--- config.mk ---
export PLATFORM = sky130hd
export DESIGN_NAME = gf2m_mult_serial
export DESIGN_NICKNAME = d
export VERILOG_FILES = /design/src/rtl/gf2m_pkg.sv /design/src/rtl/gf2m_mulx.sv /design/src/rtl/gf2m_mult_serial.sv
export SDC_FILE = /design/constraint.sdc
export NUM_CORES = 2
export LEC_CHECK = 0
export CAP_MARGIN = 20
export CORE_UTILIZATION = 28
export CTS_BUF_LIST = sky130_fd_sc_hd__clkbuf_4
export DETAILED_ROUTE_END_ITERATION = 6
export PLACE_DENSITY = 0.53
export RECOVER_POWER = 50
export SYNTH_ARGS = -nofsm -noshare
export SYNTH_HDL_FRONTEND = slang
export SYNTH_SLANG_ARGS = --single-unit
--- constraint.sdc ---
create_clock -name clk -period 8.4 [get_ports clk]
set_input_delay 2.52 -clock clk [delete_from_list [all_inputs] [get_ports clk]]
set_output_delay 2.52 -clock clk [all_outputs]
set_load 0.005 [all_outputs]
--- src/rtl/gf2m_pkg.sv ---
// gf2m_pkg: shared GF(2^233) field constants, FSM encoding and latency for the serial multiplier
// Build option: GF2M_MULT_DIGIT2_EN selects two multiplier bits per cycle (latency ceil(N/2))
package gf2m_pkg;
  localparam int N = 233;
  localparam int CW = 8;
  localparam logic [N-1:0] F_LOW = N'(1) | (N'(1) << 74);
`ifdef GF2M_MULT_DIGIT2_EN
  localparam int LAT = (N + 1) / 2;
`else
  localparam int LAT = N;
`endif
  typedef enum logic [1:0] {IDLE, RUN, FIN} state_t;
endpackage

--- src/rtl/gf2m_mulx.sv ---
// gf2m_mulx: combinational multiply-by-x modulo f(x) = x^233 + x^74 + 1
// Ports: v = field element in, y = v*x mod f out
module gf2m_mulx
  import gf2m_pkg::*;
(
  input  logic [N-1:0] v,
  output logic [N-1:0] y
);
  assign y = {v[N-2:0], 1'b0} ^ (v[N-1] ? F_LOW : '0);
endmodule

--- src/rtl/gf2m_mult_serial.sv ---
// gf2m_mult_serial: bit-serial MSB-first GF(2^233) multiplier, C = A*B mod f(x)
// Ports: clk, rst_n (async active-low), start strobe, a/b operands in,
//        busy while iterating, done one-cycle pulse with c valid, c product out
// Build option: GF2M_MULT_DIGIT2_EN processes two bits of a per cycle
module gf2m_mult_serial
  import gf2m_pkg::*;
(
  input  logic         clk,
  input  logic         rst_n,
  input  logic         start,
  input  logic [N-1:0] a,
  input  logic [N-1:0] b,
  output logic         busy,
  output logic         done,
  output logic [N-1:0] c
);
  state_t state, state_nxt;
  logic [N-1:0] a_q, b_q, acc, acc_x, acc_nxt;
  logic [CW-1:0] cnt;
  logic accept;
  gf2m_mulx u_x0 (.v(acc), .y(acc_x));
`ifdef GF2M_MULT_DIGIT2_EN
  // a is zero-extended to N+1 bits; cnt indexes bit pairs, high bit first.
  // mulx is linear, so mulx(mulx(acc)) ^ hi*mulx(B) folds into mulx(mulx(acc) ^ hi*B).
  logic [1:0] a_pair;
  logic [N-1:0] mid, mid_x;
  assign a_pair = 2'({1'b0, a_q} >> {cnt, 1'b0});
  assign mid = acc_x ^ (a_pair[1] ? b_q : '0);
  gf2m_mulx u_x1 (.v(mid), .y(mid_x));
  assign acc_nxt = mid_x ^ (a_pair[0] ? b_q : '0);
`else
  assign acc_nxt = acc_x ^ (a_q[cnt] ? b_q : '0);
`endif
  always_comb begin
    accept = start && (state != RUN);
    state_nxt = (state == RUN) ? ((cnt == '0) ? FIN : RUN) : (start ? RUN : IDLE);
    busy = (state == RUN);
    done = (state == FIN);
  end
  always_ff @(posedge clk or negedge rst_n) begin
    if (!rst_n) begin
      state <= IDLE;
      a_q <= '0;
      b_q <= '0;
      acc <= '0;
      cnt <= '0;
      c <= '0;
    end else begin
      state <= state_nxt;
      if (accept) begin
        a_q <= a;
        b_q <= b;
        acc <= '0;
        cnt <= CW'(LAT - 1);
      end else if (state == RUN) begin
        acc <= acc_nxt;
        if (cnt != '0) cnt <= cnt - 1'b1;
        else c <= acc_nxt;
      end
    end
  end
endmodule

# Word-level counts from Yosys, hierarchy flattened
# Cells that the tools add are included.
# Widths: inputs -> output; s select.
[op_classes]
reduce_logical = 7
n_addsub = 1
bitwise = 4
magnitude_cmp = 1
n_eq_ne = 3
n_mux = 12
[op_table]
columns = ["cell", "n"]
rows = [
  ["$mux 233", 3],
  ["$xor 233x233->233", 2],
  ["$mux 75", 1],
  ["$mux 8", 3],
  ["$lt 8x9->1 const B", 1],
  ["$bmux 1 s8", 1],
  ["$logic_not 8->1", 1],
  ["$reduce_bool 8->1", 1],
  ["$sub 8x1->8 const B", 1],
  ["$mux 2", 2],
  ["$reduce_bool 2->1", 2],
  ["$reduce_and 3->1", 1],
  ["$eq 2x1->1 const B", 1],
  ["$eq 2x2->1 const B", 1],
  ["$mux 1", 2],
  ["$ne 2x1->1 const B", 1],
  ["$not 1->1", 2],
  ["$reduce_and 2->1", 1],
  ["$logic_and 1x1->1", 1],
]
[totals]
out_inout_bits = 235
regBits = 942
elab_cells = 34
inputBits = 469

# Longest topological paths before layout
[depth]
ltp_word = 6
depth_mapped = 16

# Hierarchy
# From an unflattened synthesis, not the netlist that was laid out.
[unflattened]
cells_unflattened = 4495
hier_area_um2 = 46056.7
[modules_own_cells]
columns = ["mod", "cells_each", "area_per_inst_um2", "instances", "seq_area_each_um2"]
rows = [
  ["gf2m_mult_serial", 4262, 44306.2, 1, 23572.6],
  ["gf2m_mulx", 233, 1750.4, 1, 0.0],
]

# Worst setup path before layout
# Ideal clock, no wire load.
[synth_timing]
kind = "input-to-reg"
start = "input start"
end = "register cnt[3]"
setup_slack_ns = 4.593
t_arrival_ns = 3.665
stages = 6
setup_ns = 0.142
path_cell_list = "clkbuf_1 nand2_1 clkbuf_1 clkbuf_1 clkbuf_1 nand3_1"
[synth_between]
elab_chain_len = 3
[synth_rtl]
columns = ["item", "line_no", "source"]
rows = [
  ["start, declared", "gf2m_mult_serial.sv:10", "input logic start,"],
  ["$logic_and 1x1->1 *", "gf2m_mult_serial.sv:35", "accept = start && (state != RUN);"],
  ["$reduce_bool 2->1 (no source line)", "--", ""],
  ["$reduce_and 2->1 (no source line)", "--", ""],
  ["end signal, assigned", "gf2m_mult_serial.sv:54", "cnt <= CW'(LAT - 1);"],
  ["end signal, assigned", "gf2m_mult_serial.sv:57", "if (cnt != '0) cnt <= cnt - 1'b1;"],
  ["end, declared", "gf2m_mult_serial.sv:19", "logic [CW-1:0] cnt;"],
]
# Mark *: on every way between the ends. The rest lies on a longest branch, timed or not.
# A chain may end at the register's enable or synchronous reset.

==> out/qor.txt <==
Power Dens Cells - 356 nW/um^2
Syn_nets - 4712
Post-DR wirelength/cell - 18.9 microns
Commonest non-fill, non-tap cell in the layout - nand2_1
Initial drt markers - 1809
Clk pwr share - 23.1%
PortBufs - 703
I/O pin total - 704
Total Power - 18.6 mW
Routed via count - 32500
Fill count - 14700
Post-synth ARST share - 100%
Antenna Nets Post-Route - 0
Setup crit start kind - input port
CTS clock-pin slew for the worst setup and hold paths - 0.05 ns
CP arrival - 6.01 ns
FF/Latch Area - 23600 sq um
Die width - 382 microns
Layout area overhead - 29.5%
Layout cells sized above 1 - 10.4%
#FFs+latches synth - 942
Hold violation count in the final report - 0
Seq/Total Area, Yosys - 58.3%
Max incr delay on CP - 2.57 ns
Pre-CTS setup slack - 3.25 ns
Clk root buf - clkbuf_4
Fmax - 0.176 GHz
Unique masters post-synth - 45
Sw Ratio - 38.6%
Crit path max fanout - 144
Failing checks - capacitance limit, slew limit
Status - finished, violations left
Core region area - 143000 sq um
Initial antenna violation count - 28
Crit-path cells - buf_8 -> clkbuf_2
Fin crit period - 5.68 ns
Pre-antenna DRT Iters - 5
Number of flops mapped to enable cells by yosys - 0
Cell Area, Synth - 40500 sq um
Mapped Cells - 4242
Post-CTS setup buffers - 0
RSZ-0062 raised after global routing - false
Later-pin clock latency in the skew report - 1.23 ns
Logic pwr share - 35.2%
CTS tree - done
GPL Wtd Cong - 0.788
Placed instance count - 6583
Routed WL - 133000 microns
Mean Syn Cell Area - 9.54 sq um
Pin count of the biggest net entering global routing - 231
Worst VDD drop - 0.339 mV
Nets - 5442
Psw - 7.20 mW
Max-Cap Viols - 5
First-pass GRT wire length - 206000 microns
Slew HR - -153%
Clock tree buffer depth - 4
Area of the multi-input gates - 15500 sq um
Fin Setup TNS - 0 ns
Final setup margin - 2.72 ns
Worst Max-Slew Pin Slew - 3.79 ns
DR vias/cell - 4.60
Starting Density - 28.2%
DIE AREA - 146000 sq um
Slew Limit Fails - 296
CTS Hold Bufs - 0
Period utilisation layout - 67.6%
Largest delay contributor family on the critical path - buffers and inverters
CTS resizes - 0
Flop pwr share - 41.7%
Number of global-route vias before repair - 33700
Die H - 382 microns
Total global-route track usage - 18.3%
Count of final setup violators - 0
Clk sink count - 942
Post-Layout Cell Count - 7069
Num CTS Buffers - 290
Critical path class - in -> async
Commonest cells after routing, fill and taps aside - 1659 x nand2_1, 939 x dfrtp_1, 701 x clkdlybuf4s50_1, 421 x o21ai_0, 417 x clkbuf_4
Crit. End Element - async pin
Hpwl dp - 85200 microns
Req. time, crit path - 8.73 ns
Post-synth top flop - dfrtp_1
Crit-path slowest cell - clkbuf_2
P_leak - 23.7 nW
Pint - 11.4 mW
Remaining Overflow, GRT - 0
CTS H-tree depth - 5
Worst Hold Class - reg -> reg
FP Rows - 139
Total number of yosys warnings - 0
Worst-case clock skew - 0.146 ns
Drt drc - 0
Bufs and invs on worst path - 2
==> state kept, by name (all words and copies together) (netlist names) <==
| signal | count |
|---|---|
| state | 2 |
| a_q | 233 |
| c | 233 |
| acc | 233 |
| b_q | 233 |
| cnt | 8 |
==> cell usage after synthesis, types with 4 or more instances <==
master	instances	area, sq um
a21oi_1	4	20.0
nor2b_1	11	68.8
mux4_2	56	1260
nand3_1	248	1240
buf_6	18	203
inv_1	5	18.8
buf_4	9	67.6
nand2_1	1659	6230
nor2_1	14	52.6
a22oi_1	11	82.6
mux2i_1	4	40.0
xnor2_1	4	35.0
xor2_1	234	2050
dfrtp_1	942	23600
nand3b_1	233	1750
buf_2	33	165
o21ai_1	48	240
nand4_1	4	25.0
o21ai_0	421	2110
clkbuf_1	246	923
==> logic make-up after synthesis <==
kind of cell	count (synthesis)	synth area share, %
fa+ha+maj	1	0.0309
xor+xnor	238	5.15
simple gates	2183	23.4
buf+inv	314	3.43
flops	942	58.3
compound gates	501	6.42
mux	63	3.30
==> area by class of cell <==
cell class              count  area share [%]
flip-flops and latches    942            45.0
multi-input cells        2986            29.6
repair buffers            746            14.3
clock buffers             417            5.98
well taps                1903            4.55
clock inverters            45           0.389
diodes                     24           0.115
inverters                   6          0.0430
==> power by group through the flow <==
stage	clock [mW]	combinational (mW)	sequential [mW]
floorplan	0	4.48	7.40
global placement	0	6.55	7.83
detailed placement	0	6.68	7.86
CTS	4.49	6.70	7.80
global route	4.72	7.40	8.03
finish	4.30	6.56	7.77
==> path summary, 6_finish.rpt <==
| path | start | to | slack, ns | cells past startpoint |
|---|---|---|---|---|
| setup / recovery | rst_n | c[92] | 2.72 | 2 |
| hold / removal | a_q[19] | a_q[19] | 0.47 | 2 |
| setup reg to reg | cnt[1] | c[160] | 3.23 | 10 |
| hold reg to reg | a_q[19] | a_q[19] | 0.47 | 2 |
| max in group clk | start | b_q[56] | 2.73 | 5 |
| min in group asynchronous | rst_n | c[155] | 1.42 | 1 |
==> through the flow <==
stage	hold WS, ns	area (sq um)	utilization [%]
floorplan	0.440	40500	-
finish	0.470	52400	36.5
global route	0.489	52400	36.5
detailed placement	0.458	49100	34.2
CTS	0.472	52400	36.5
global placement	0.454	49100	34.2
==> per-layer routing <==
metal	vias up	GRT usage, %	part of all wire (%)
met5	-	0	0.088
met4	18	9.41	3.8
met3	292	4.99	6.3
met2	965	28.0	47
met1	15800	23.5	43
li1	15500	-	-
Note: power is estimated with default switching activity, not from simulation.
